--- config.mk ---
export PLATFORM = sky130hd
export DESIGN_NAME = scarv_cop_palu_arbiter_flat
export DESIGN_NICKNAME = d
export VERILOG_FILES = /design/src/rtl/scarv_cop_palu_arbiter_if.sv /design/src/rtl/scarv_cop_palu_arbiter.sv /design/src/flat_wrapper.sv
export SDC_FILE = /design/constraint.sdc
export NUM_CORES = 1
export LEC_CHECK = 0
export ABC_AREA = 0
export BUFFER_PORTS_ARGS = -buffer_cell sky130_fd_sc_hd__buf_2
export CAP_MARGIN = 10
export CORE_AREA = 4 4 204 206
export CTS_CLUSTER_DIAMETER = 50
export CTS_CLUSTER_SIZE = 25
export DETAILED_ROUTE_END_ITERATION = 12
export DIE_AREA = 0 0 208 210
export PLACE_DENSITY = 0.41
export RECOVER_POWER = 25
export SLEW_MARGIN = 20
export SYNTH_ARGS = -nofsm -noshare
export SYNTH_HDL_FRONTEND = slang
export SYNTH_SLANG_ARGS = --single-unit
--- constraint.sdc ---
create_clock -name g_clk -period 2.4 [get_ports g_clk]
set_input_delay 0.24 -clock g_clk [delete_from_list [all_inputs] [get_ports g_clk]]
set_output_delay 0.24 -clock g_clk [all_outputs]
set_load 0.005 [all_outputs]
--- src/rtl/scarv_cop_palu_arbiter_if.sv ---
// Requester/datapath bundle for the PALU arbiter. The arbiter takes the slave
// side. The master side belongs to the requesters, datapath and debug observers.
interface scarv_cop_palu_arbiter_if;
  logic        r0_req;
  logic        r0_lock;
  logic [2:0]  r0_pw;
  logic [63:0] r0_add_a;
  logic [63:0] r0_add_b;
  logic [4:0]  r0_shf_sham;
  logic [31:0] r0_shf_a;
  logic        r0_gnt;

  logic        r1_req;
  logic        r1_lock;
  logic [2:0]  r1_pw;
  logic [63:0] r1_add_a;
  logic [63:0] r1_add_b;
  logic [4:0]  r1_shf_sham;
  logic [31:0] r1_shf_a;
  logic        r1_gnt;

  logic [63:0] add_a;
  logic [63:0] add_b;
  logic [2:0]  add_pw;
  logic [4:0]  shf_sham;
  logic [31:0] shf_a;
  logic        busy;
  logic        err;

  // Observability of the owner FSM, priority bit and lock counter.
  logic [1:0]  dbg_state;
  logic        dbg_prio;
  logic [5:0]  dbg_lock_ctr;
  logic        dbg_lock_expired;

  modport master (
    output r0_req, r0_lock, r0_pw, r0_add_a, r0_add_b, r0_shf_sham, r0_shf_a,
    output r1_req, r1_lock, r1_pw, r1_add_a, r1_add_b, r1_shf_sham, r1_shf_a,
    input  r0_gnt, r1_gnt, add_a, add_b, add_pw, shf_sham, shf_a, busy, err,
    input  dbg_state, dbg_prio, dbg_lock_ctr, dbg_lock_expired
  );

  modport slave (
    input  r0_req, r0_lock, r0_pw, r0_add_a, r0_add_b, r0_shf_sham, r0_shf_a,
    input  r1_req, r1_lock, r1_pw, r1_add_a, r1_add_b, r1_shf_sham, r1_shf_a,
    output r0_gnt, r1_gnt, add_a, add_b, add_pw, shf_sham, shf_a, busy, err,
    output dbg_state, dbg_prio, dbg_lock_ctr, dbg_lock_expired
  );
endinterface

--- src/rtl/scarv_cop_palu_arbiter.sv ---
// Two-requester arbiter for the shared PALU adder/shifter with lockable grants.
// Define SCARV_COP_PALU_ARB_WDOG_EN to enable the lock watchdog and sticky err.
module scarv_cop_palu_arbiter #(
  parameter int unsigned LOCK_MAX = 32
) (
  input logic                     g_clk,
  input logic                     g_resetn,
  scarv_cop_palu_arbiter_if.slave bus
);
  // Handshake: rN_req is a same-cycle request. rN_gnt=1 means rN's operands
  // drive the datapath this cycle. At most one grant is high in any cycle.

  localparam logic [1:0] ST_IDLE  = 2'd0;
  localparam logic [1:0] ST_LOCK0 = 2'd1;
  localparam logic [1:0] ST_LOCK1 = 2'd2;
  localparam logic [5:0] LOCK_MAX_C = LOCK_MAX[5:0];

  logic [1:0] state_q, state_d;
  logic       prio_q, prio_d;
  logic [5:0] lock_ctr_q, lock_ctr_d;
  logic [1:0] eff_state;
  logic       eff_prio;
  logic       gnt0, gnt1;
  logic       own_req;
  logic       lock_expired;

  // While reset is asserted, the outputs behave as if idle with R0 favoured.
  assign eff_state    = g_resetn ? state_q : ST_IDLE;
  assign eff_prio     = g_resetn & prio_q;
  assign lock_expired = (lock_ctr_q >= LOCK_MAX_C);

  always_comb begin
    gnt0 = 1'b0;
    gnt1 = 1'b0;
    case (eff_state)
      ST_LOCK0: gnt0 = bus.r0_req;
      ST_LOCK1: gnt1 = bus.r1_req;
      default: begin
        if (bus.r0_req && bus.r1_req) begin
          gnt0 = ~eff_prio;
          gnt1 = eff_prio;
        end else begin
          gnt0 = bus.r0_req;
          gnt1 = bus.r1_req;
        end
      end
    endcase
  end

  always_comb begin
    bus.add_a    = 64'd0;
    bus.add_b    = 64'd0;
    bus.add_pw   = 3'd0;
    bus.shf_sham = 5'd0;
    bus.shf_a    = 32'd0;
    if (gnt0) begin
      bus.add_a    = bus.r0_add_a;
      bus.add_b    = bus.r0_add_b;
      bus.add_pw   = bus.r0_pw;
      bus.shf_sham = bus.r0_shf_sham;
      bus.shf_a    = bus.r0_shf_a;
    end else if (gnt1) begin
      bus.add_a    = bus.r1_add_a;
      bus.add_b    = bus.r1_add_b;
      bus.add_pw   = bus.r1_pw;
      bus.shf_sham = bus.r1_shf_sham;
      bus.shf_a    = bus.r1_shf_a;
    end
  end

  assign own_req = (state_q == ST_LOCK1) ? bus.r1_req : bus.r0_req;

`ifdef SCARV_COP_PALU_ARB_WDOG_EN
  logic err_q, err_d;
`endif

  always_comb begin
    state_d    = state_q;
    prio_d     = prio_q;
    lock_ctr_d = lock_ctr_q;
`ifdef SCARV_COP_PALU_ARB_WDOG_EN
    err_d      = err_q;
`endif
    case (state_q)
      ST_IDLE: begin
        if (gnt0) begin
          prio_d = 1'b1;
          if (bus.r0_lock) begin
            state_d    = ST_LOCK0;
            lock_ctr_d = 6'd1;
          end
        end else if (gnt1) begin
          prio_d = 1'b0;
          if (bus.r1_lock) begin
            state_d    = ST_LOCK1;
            lock_ctr_d = 6'd1;
          end
        end
      end
      ST_LOCK0, ST_LOCK1: begin
        // Losing the lock always hands priority to the other requester.
        if (own_req) begin
          lock_ctr_d = (lock_ctr_q == 6'd63) ? 6'd63 : lock_ctr_q + 6'd1;
`ifdef SCARV_COP_PALU_ARB_WDOG_EN
          if (lock_expired) begin
            state_d    = ST_IDLE;
            prio_d     = (state_q == ST_LOCK0);
            lock_ctr_d = 6'd0;
            err_d      = 1'b1;
          end
`endif
        end else begin
          state_d    = ST_IDLE;
          prio_d     = (state_q == ST_LOCK0);
          lock_ctr_d = 6'd0;
        end
      end
      default: begin
        state_d    = ST_IDLE;
        lock_ctr_d = 6'd0;
      end
    endcase
  end

  always_ff @(posedge g_clk) begin
    if (!g_resetn) begin
      state_q    <= ST_IDLE;
      prio_q     <= 1'b0;
      lock_ctr_q <= 6'd0;
    end else begin
      state_q    <= state_d;
      prio_q     <= prio_d;
      lock_ctr_q <= lock_ctr_d;
    end
  end

`ifdef SCARV_COP_PALU_ARB_WDOG_EN
  always_ff @(posedge g_clk) begin
    if (!g_resetn) err_q <= 1'b0;
    else           err_q <= err_d;
  end
  assign bus.err = err_q;
`else
  assign bus.err = 1'b0;
`endif

  assign bus.r0_gnt           = gnt0;
  assign bus.r1_gnt           = gnt1;
  assign bus.busy             = (state_q != ST_IDLE);
  assign bus.dbg_state        = state_q;
  assign bus.dbg_prio         = prio_q;
  assign bus.dbg_lock_ctr     = lock_ctr_q;
  assign bus.dbg_lock_expired = lock_expired;
endmodule

--- src/flat_wrapper.sv ---
// flat-port wrapper written by rule: the top's interface ports become plain ports
module scarv_cop_palu_arbiter_flat 
#(
  parameter int unsigned LOCK_MAX = 32
)
  (g_clk, g_resetn, bus_r0_req, bus_r0_lock, bus_r0_pw, bus_r0_add_a, bus_r0_add_b, bus_r0_shf_sham, bus_r0_shf_a, bus_r1_req, bus_r1_lock, bus_r1_pw, bus_r1_add_a, bus_r1_add_b, bus_r1_shf_sham, bus_r1_shf_a, bus_r0_gnt, bus_r1_gnt, bus_add_a, bus_add_b, bus_add_pw, bus_shf_sham, bus_shf_a, bus_busy, bus_err, bus_dbg_state, bus_dbg_prio, bus_dbg_lock_ctr, bus_dbg_lock_expired);
  scarv_cop_palu_arbiter_if bus_i ();
  input logic g_clk;
  input logic g_resetn;
  input wire logic [$bits(bus_i.r0_req)-1:0] bus_r0_req;
  input wire logic [$bits(bus_i.r0_lock)-1:0] bus_r0_lock;
  input wire logic [$bits(bus_i.r0_pw)-1:0] bus_r0_pw;
  input wire logic [$bits(bus_i.r0_add_a)-1:0] bus_r0_add_a;
  input wire logic [$bits(bus_i.r0_add_b)-1:0] bus_r0_add_b;
  input wire logic [$bits(bus_i.r0_shf_sham)-1:0] bus_r0_shf_sham;
  input wire logic [$bits(bus_i.r0_shf_a)-1:0] bus_r0_shf_a;
  input wire logic [$bits(bus_i.r1_req)-1:0] bus_r1_req;
  input wire logic [$bits(bus_i.r1_lock)-1:0] bus_r1_lock;
  input wire logic [$bits(bus_i.r1_pw)-1:0] bus_r1_pw;
  input wire logic [$bits(bus_i.r1_add_a)-1:0] bus_r1_add_a;
  input wire logic [$bits(bus_i.r1_add_b)-1:0] bus_r1_add_b;
  input wire logic [$bits(bus_i.r1_shf_sham)-1:0] bus_r1_shf_sham;
  input wire logic [$bits(bus_i.r1_shf_a)-1:0] bus_r1_shf_a;
  output wire logic [$bits(bus_i.r0_gnt)-1:0] bus_r0_gnt;
  output wire logic [$bits(bus_i.r1_gnt)-1:0] bus_r1_gnt;
  output wire logic [$bits(bus_i.add_a)-1:0] bus_add_a;
  output wire logic [$bits(bus_i.add_b)-1:0] bus_add_b;
  output wire logic [$bits(bus_i.add_pw)-1:0] bus_add_pw;
  output wire logic [$bits(bus_i.shf_sham)-1:0] bus_shf_sham;
  output wire logic [$bits(bus_i.shf_a)-1:0] bus_shf_a;
  output wire logic [$bits(bus_i.busy)-1:0] bus_busy;
  output wire logic [$bits(bus_i.err)-1:0] bus_err;
  output wire logic [$bits(bus_i.dbg_state)-1:0] bus_dbg_state;
  output wire logic [$bits(bus_i.dbg_prio)-1:0] bus_dbg_prio;
  output wire logic [$bits(bus_i.dbg_lock_ctr)-1:0] bus_dbg_lock_ctr;
  output wire logic [$bits(bus_i.dbg_lock_expired)-1:0] bus_dbg_lock_expired;
  assign bus_i.r0_req = bus_r0_req;
  assign bus_i.r0_lock = bus_r0_lock;
  assign bus_i.r0_pw = bus_r0_pw;
  assign bus_i.r0_add_a = bus_r0_add_a;
  assign bus_i.r0_add_b = bus_r0_add_b;
  assign bus_i.r0_shf_sham = bus_r0_shf_sham;
  assign bus_i.r0_shf_a = bus_r0_shf_a;
  assign bus_i.r1_req = bus_r1_req;
  assign bus_i.r1_lock = bus_r1_lock;
  assign bus_i.r1_pw = bus_r1_pw;
  assign bus_i.r1_add_a = bus_r1_add_a;
  assign bus_i.r1_add_b = bus_r1_add_b;
  assign bus_i.r1_shf_sham = bus_r1_shf_sham;
  assign bus_i.r1_shf_a = bus_r1_shf_a;
  assign bus_r0_gnt = bus_i.r0_gnt;
  assign bus_r1_gnt = bus_i.r1_gnt;
  assign bus_add_a = bus_i.add_a;
  assign bus_add_b = bus_i.add_b;
  assign bus_add_pw = bus_i.add_pw;
  assign bus_shf_sham = bus_i.shf_sham;
  assign bus_shf_a = bus_i.shf_a;
  assign bus_busy = bus_i.busy;
  assign bus_err = bus_i.err;
  assign bus_dbg_state = bus_i.dbg_state;
  assign bus_dbg_prio = bus_i.dbg_prio;
  assign bus_dbg_lock_ctr = bus_i.dbg_lock_ctr;
  assign bus_dbg_lock_expired = bus_i.dbg_lock_expired;
  scarv_cop_palu_arbiter #(.LOCK_MAX(LOCK_MAX)) u_core (.g_clk(g_clk), .g_resetn(g_resetn), .bus(bus_i));
endmodule
* Word level (Yosys, flattened, before mapping)
Cells that the tools add are included.
Cells by class: $add $sub $neg 1, order comparisons 1, eq/ne operators 9, muxes and demuxes 33, bitwise logic cells 2, reduce and logical (&&, ||, !) cells 8
Operator list (count):
- 64-bit 2-to-1 mux | 4
- 32-bit 2-to-1 mux | 2
- 6-bit 2-to-1 mux | 6
- 2-bit 2-to-1 mux | 6
- 6-bit one-hot mux with 2 select lines | 1
- 5-bit 2-to-1 mux | 2
- 3-bit != test, second input constant | 3
- 6-bit by 1-bit adder with 6-bit output, second input constant | 1
- 6-bit == test, second input constant | 1
- 6-bit >= comparator, second input constant | 1
- 1-bit 2-to-1 mux | 6
- 3-bit 2-to-1 mux | 2
- 1-bit one-hot mux with 2 select lines | 3
- 3-bit AND reduction | 2
- 2-bit by 1-bit == test with 1-bit output, second input constant | 2
- 2-bit == test, second input constant | 2
- 2-bit one-hot mux with 2 select lines | 1
- 4-bit AND reduction | 1
- 2-bit nonzero test | 2
- 2-bit zero test | 1
- 2-bit != test, second input constant | 1
- 2-bit OR reduction | 1
- 1-bit bitwise AND | 1
- 1-bit logical AND | 1
- 1-bit NOT | 1
Word-level totals: flip-flop bits (word level) 9, output and inout bits 182, logic and storage cells 57

* Depth between registers and ports, before layout
Gate-level depths: netlist of run 1.
word-level depth 6, gate-level depth with buffers 10

* Worst setup path before layout of run 1
No wires, ideal clock.
path type input to output, start in g_resetn, end out bus_shf_a[21], arrival 2.111 ns, data required time 2.160 ns, slack 0.049 ns, stages on the path 8, cell sequence clkbuf_1 nand2_1 ha_1 o21a_1 a221oi_4 buf_2 buf_2 a22o_1
Between the ends: longest elaborated chain between the ends 5
RTL lines:
- start, declared | line flat_wrapper.sv:9 | input logic g_resetn;
- 2-bit 2-to-1 mux or 1-bit bitwise AND (tied branches) | line scarv_cop_palu_arbiter.sv:28, scarv_cop_palu_arbiter.sv:29
- 2-bit == test (tied with other cells) | line scarv_cop_palu_arbiter.sv:35 | case (eff_state)
- 1-bit one-hot mux with 2 select lines or 1-bit 2-to-1 mux (tied branches) | line scarv_cop_palu_arbiter.sv:35, scarv_cop_palu_arbiter.sv:39
- 32-bit 2-to-1 mux or 1-bit one-hot mux with 2 select lines (tied branches) | line scarv_cop_palu_arbiter.sv:62, scarv_cop_palu_arbiter.sv:35
- 32-bit 2-to-1 mux (*) | line scarv_cop_palu_arbiter.sv:56 | if (gnt0) begin
- end, declared | line flat_wrapper.sv:30 | output wire logic [$bits(bus_i.shf_a)-1:0] bus_shf_a;
Mark *: on every way between the ends. The rest lies on a longest branch, timed or not.

* Worst setup path in the final report of run 1
start reg u_core.state_q[0], in the netlist u_core.bus.dbg_state[0], end out bus_shf_a[8]
Between the ends: longest elaborated chain between the ends 5
RTL lines:
- start, declared | line scarv_cop_palu_arbiter.sv:18 | logic [1:0] state_q, state_d;
- start signal, assigned | line scarv_cop_palu_arbiter.sv:131 | state_q <= state_d;
- 2-bit 2-to-1 mux (*) | line scarv_cop_palu_arbiter.sv:28 | assign eff_state = g_resetn ? state_q : ST_IDLE;
- 2-bit == test or 2-bit by 1-bit == test with 1-bit output (tied branches) | line scarv_cop_palu_arbiter.sv:35
- 1-bit one-hot mux with 2 select lines | line scarv_cop_palu_arbiter.sv:35
- 32-bit 2-to-1 mux | line scarv_cop_palu_arbiter.sv:62 | end else if (gnt1) begin
- 32-bit 2-to-1 mux (*) | line scarv_cop_palu_arbiter.sv:56
Marks and branches as above.

==> run metrics, run 1 <==
Non-Filler Instances between 1000 and 1500; cts bufs inserted 3; launching point of the worst reg2reg path u_core.bus.dbg_state[0]; CP max FO 16; Async SR Flop Fraction 0%; Fin Hold WS 0.313 ns; Die W 208 um; Arrival @ worst endpoint 2.25 ns; first-pass GRT wire length 33500 um; 1st-iter DRT viols approximately 230; sequential share of power 6.4%; Final #Nets 1213; HP Start bus_r1_lock; IO Pins 524; synth warn 0; Critical path origin u_core.bus.dbg_state[0]; Max-Cap Viols 0; power density over the cells 411 nW/um^2; Yosys cell types 35; synthesized flop and latch total 9; hold buffer count at cts 0; die area 43700 sq um; run status complete, but fails checks; Mapped Area between 2000 and 2500 sq um; drt pass-1 iters 5; min cycle time layout 2.49 ns; min setup slack post-route -0.0919 ns; vias in the first global route between 5000 and 6000; critical path launch point type flop; drt via density 3.74; Max clock buf depth 2; Leak 3.75 nW; min-delay worst type in -> reg; Synth Instances between 200 and 300; RSZ-0062 raised after global routing true; CTS tree done; Clock Tree Root clkbuf_16; failing checks setup timing; total grt overflow 0; worst ir drop on vdd 0.222 mV; CP Capture Type primary output; DP HPWL between 15000 and 20000 um; Final ANT Viol Nets 0; Logic pwr share 83.2%; clk sinks 9; Final Setup Violations 104; WL/cell 18.7 um; CORE AREA between 30000 and 40000 sq um; cell row count 73; Worst-Skew Late Latency 0.23 ns; Seq/Total Area, Yosys 7.64%; via count 5202; switching share of power 39.0%; Slew Limit Fails 0; Clk pwr share 10.4%; placed cells approximately 1300; RD Place Congestion 0.969; Final Cell Area 6880 sq um; number of synthesized flops with an enable pin 0; Synth Flop Type dfxtp_1; I/O Buffers between 500 and 600; largest net degree at the start of global routing 21; placed cell area roughly 5900 sq um; P_sw 1.10 mW; Final Skew around 0.0014 ns; Post-Route WL about 26000 um; GRT Resource Usage Total 9.98%; Clock transition at path regs 0.04 ns; final period utilization 104%; layout cells sized above 1 72.4%; critical path type reg -> out; Starting Density 5.95%; syn nets 644; Fin. Hold Viols 0; total number of H-tree levels 1; # DRC 0; Syn Area/Cell roughly 8 sq um; WP data required about 2.2 ns; area grow syn2layout 192%; Int Power 1.72 mW; initial antenna violation count 12; Peak Freq 0.401 GHz; Die Ht 210 um
## registers in the layout, indices dropped and copies added (netlist names)
register,cells
u_core.bus.dbg_lock_ctr,6
u_core.bus.dbg_state,2
u_core.bus.dbg_prio,1
## power by group through the flow
stage / registers (mW) / clock network [mW] / logic [mW]
final: 0.180 / 0.295 / 2.35
after floorplan: 0.182 / 0 / 0.796
after CTS: 0.180 / 0.299 / 2.31
after detailed placement: 0.181 / 0 / 1.87
after global placement: 0.182 / 0 / 1.88
after global routing: 0.183 / 0.311 / 2.54
## logic make-up after synthesis
family / share of synthesized area [%]
compound gates: 72.8
simple gates: 4.72
mux: 0.902
fa+ha+maj: 4.25
buf+inv: 9.50
flops: 7.64
other cells: 0.159
## repair_timing
item                       4_1_cts  5_1_grt
gates resized for setup         53       16
cloned                          14        9
pin swaps                       43       33
setup endpoints to repair      168      172
setup buffers                   16        8
## layout make-up
class / instances / area, sq um
Fill cell: 4485 / 32800
Tap cell: 525 / 657
Sequential cell: 9 / 183
Timing Repair Buffer: 604 / 3910
Clock buffer: 4 / 78.8
Multi-Input combinational cell: 234 / 2000
Inverter: 11 / 41.3
Antenna cell: 3 / 7.51
## Yosys cell counts (2+ instances only)
| master | number | share of area, % |
|---|---|---|
| nor3_1 | 2 | 0.42 |
| inv_1 | 11 | 1.8 |
| a311oi_1 | 2 | 0.74 |
| nand3_1 | 4 | 0.85 |
| dfxtp_1 | 9 | 7.6 |
| o21a_1 | 2 | 0.64 |
| buf_2 | 23 | 4.9 |
| nand4_1 | 2 | 0.53 |
| a21boi_1 | 3 | 0.96 |
| nand2_1 | 9 | 1.4 |
| a22o_1 | 168 | 62 |
| clkbuf_1 | 15 | 2.4 |
| nor2_1 | 4 | 0.64 |
| and2_1 | 2 | 0.53 |
| o21ai_0 | 4 | 0.85 |
| a21oi_1 | 8 | 1.7 |
| ha_1 | 8 | 4.2 |
## per-stage QoR
step	total power [mW]	worst slack, ns	utilization, %	TNS (ns)
2_1_floorplan	0.977	0.0486	-	0
3_3_place_gp	2.06	-0.134	14.9	-3.56
3_5_place_dp	2.05	-0.110	14.9	-3.50
4_1_cts	2.79	-0.166	17.0	-14.92
5_1_grt	3.03	-0.168	17.3	-16.11
6_report	2.83	-0.0919	17.4	-2.93
## critical path: stages, from the launching register on
cell,delay (ns)
dfxtp_2,0.32
nand2_2,0.07
inv_2,0.05
ha_4,0.27
o21a_1,0.17
buf_4,0.13
and2_4,0.29
buf_12,0.19
buf_12,0.15
a22o_1,0.20
buf_2,0.14
## final timing paths
| check | slack, ns | cells after the start | endpoint |
|---|---|---|---|
| max | -0.09 | 10 | bus_shf_a[8] |
| min | 0.31 | 3 | u_core.bus.dbg_state[1] |
| max reg2reg | 0.06 | 11 | u_core.bus.dbg_lock_ctr[4] |
| min reg2reg | 0.53 | 2 | u_core.bus.dbg_lock_ctr[0] |
## per-layer routing
layer / vias to the layer above / track usage, % / part of all wire, %
li1: 2390 / - / -
met1: 2357 / 11.1 / 37
met2: 389 / 17.8 / 48
met3: 52 / 3.87 / 11
met4: 14 / 2.76 / 3.5
met5: - / 0 / 0.33
## layout by cell type, fill, tap and decap left out, types with 2 or more instances in the layout
cell / netlist / layout
buf_2: 23 / 517
a22o_1: 168 / 166
buf_6: 0 / 23
buf_12: 0 / 23
buf_4: 1 / 19
inv_1: 11 / 10
clkbuf_16: 0 / 10
buf_8: 0 / 10
nand2_1: 9 / 7
a21oi_1: 8 / 7
ha_1: 8 / 7
dfxtp_1: 9 / 7
buf_16: 0 / 5
o21ai_0: 4 / 4
nand3_1: 4 / 4
nor2_1: 4 / 4
diode_2: 0 / 3
a21boi_1: 3 / 3
nand2_2: 0 / 2
nand4_1: 2 / 2
o21a_1: 2 / 2
a22o_4: 0 / 2
a311oi_1: 2 / 2
nor3_1: 2 / 2
dfxtp_2: 0 / 2
No activity file was read; power rests on OpenSTA's default activity.
==> run 2: changes to the inputs <==
Settings changed: ABC_CLOCK_PERIOD_IN_PS from default to 2600, CORE_AREA 4 4 204 206 to 4 4 201 203, DIE_AREA 0 0 208 210 to 0 0 205 207.
Clock period 2.4 ns to 2.6 ns, I/O delays scaled along.
==> run metrics, run 2 (synthesis results as in run 1) <==
run status complete, no violations; I/O Buffers 522; RD Place Congestion 0.885; max reg flops 6; Final Skew 0.00133 ns; Reg2Reg Depth 11; Clock transition at path regs approximately 0.040 ns; min cycle time layout 2.52 ns; DP HPWL ~20000 um; worst ir drop on vdd around 0.18 mV; Final ANT Viol Nets 0; hold buffer count at cts 0; clk sinks 9; Die W 205 um; most common cell after layout, fill and taps aside buf_2; largest net degree at the start of global routing 35; Final Setup Violations 0; min-delay worst type in -> reg; RSZ-0062 raised after global routing true; Max-Cap Viols 0; Clock Tree Root clkbuf_16; critical path's largest stage delay 0.36 ns; CP max FO 10; hold path cells 3; slowest library cell on the worst path a221oi_4; Fin. Hold Viols 0; first-pass GRT wire length 31400 um; Slew Limit Fails 0; Final #Nets 1182; CORE AREA 38500 sq um; total grt overflow 0; # DRC 0; final period utilization 97.0%; critical path, cell by cell nand2_2 -> inv_2 -> ha_4 -> nand4_1 -> a221oi_4 -> buf_12 -> buf_16 -> buf_8 -> a22o_1 -> buf_2; Max clock buf depth 2; power density over the cells 368 nW/um^2; area grow syn2layout 168%; Die Ht 207 um; drt via density 3.66; die area 42400 sq um; Arrival @ worst endpoint approximately 2.3 ns; drt pass-1 iters 4; CTS tree done; Non-Filler Instances 1349; 1st-iter DRT viols 239; Starting Density about 6.1%; antenna cells 0; Fin Hold WS 0.337 ns; WL/cell 18.4 um; Worst-Skew Late Latency 0.24 ns; commonest non-fill, non-tap cells in the layout buf_2, a22o_1, buf_4; worst slack at placement 0.0560 ns; placed cell area between 5000 and 6000 sq um; Final Cell Area 6320 sq um; vias in the first global route 4875; initial antenna violation count 9; min setup slack post-route 0.0769 ns; Post-Route WL 24800 um; critical path type reg -> out; WP data required 2.34 ns; via count 4942; cell row count 72; Peak Freq 0.396 GHz; CP Capture Type primary output; placed cells 1328; GRT Resource Usage Total 9.61%; total number of H-tree levels 1; Leak 3.49 nW; IO Pins 524; cts bufs inserted 3; layout cells sized above 1 70.8%; critical path launch point type flop
[run 2: cell type report]
type,instances,area (sq um)
Tap cell,518,648
Timing Repair Buffer,573,3370
Inverter,11,41.3
Multi-Input combinational cell,234,1990
Fill cell,4429,32100
Sequential cell,9,183
Clock buffer,4,78.8
[run 2: per-stage QoR]
stage,util [%],power (mW),setup TNS (ns)
after global placement,15.1,1.86,0
final,16.4,2.33,0
after floorplan,-,0.902,0
after global routing,16.4,2.51,-0.956
after CTS,15.6,2.18,0
after detailed placement,15.1,1.85,0
[run 2: metal layers]
metal  up-vias  GRT usage, %  share of wire [%]
met1      2235          10.7                 36
met5         -             0               0.22
met2       360          19.0                 52
li1       2316             -                  -
met4         8         0.832               0.64
met3        23          2.14                 11
[run 2: power by group]
part	total (mW)	switching [mW]	internal, mW
registers	0.166	0.0132	0.152
logic	1.89	0.850	1.04
clock network	0.275	0.0699	0.205
total	2.33	0.933	1.39
[run 2: repair_timing]
item	CTS	global route
resized for setup	5	17
setup buffers	2	3
pin swaps	3	11
endpoints found under the setup margin	63	157
cloned	1	11
[run 2: critical path, delay by kind of cell, from the launching register on]
| family | cells | cell delay [ns] |
|---|---|---|
| AO/OA/AOI/OAI | 2 | 0.51 |
| adder cells (fa/ha/maj) | 1 | 0.27 |
| flip-flops | 1 | 0.31 |
| AND/OR/NAND/NOR | 2 | 0.23 |
| buffers and inverters | 5 | 0.67 |
[run 2: worst paths after layout]
check | end | slack (ns) | from
max | bus_add_a[21] | 0.08 | u_core.bus.dbg_state[0]
min | u_core.bus.dbg_state[1] | 0.34 | bus_r1_lock
max reg2reg | u_core.bus.dbg_lock_ctr[5] | 0.24 | u_core.bus.dbg_state[0]
min reg2reg | u_core.bus.dbg_lock_ctr[1] | 0.53 | u_core.bus.dbg_lock_ctr[1]
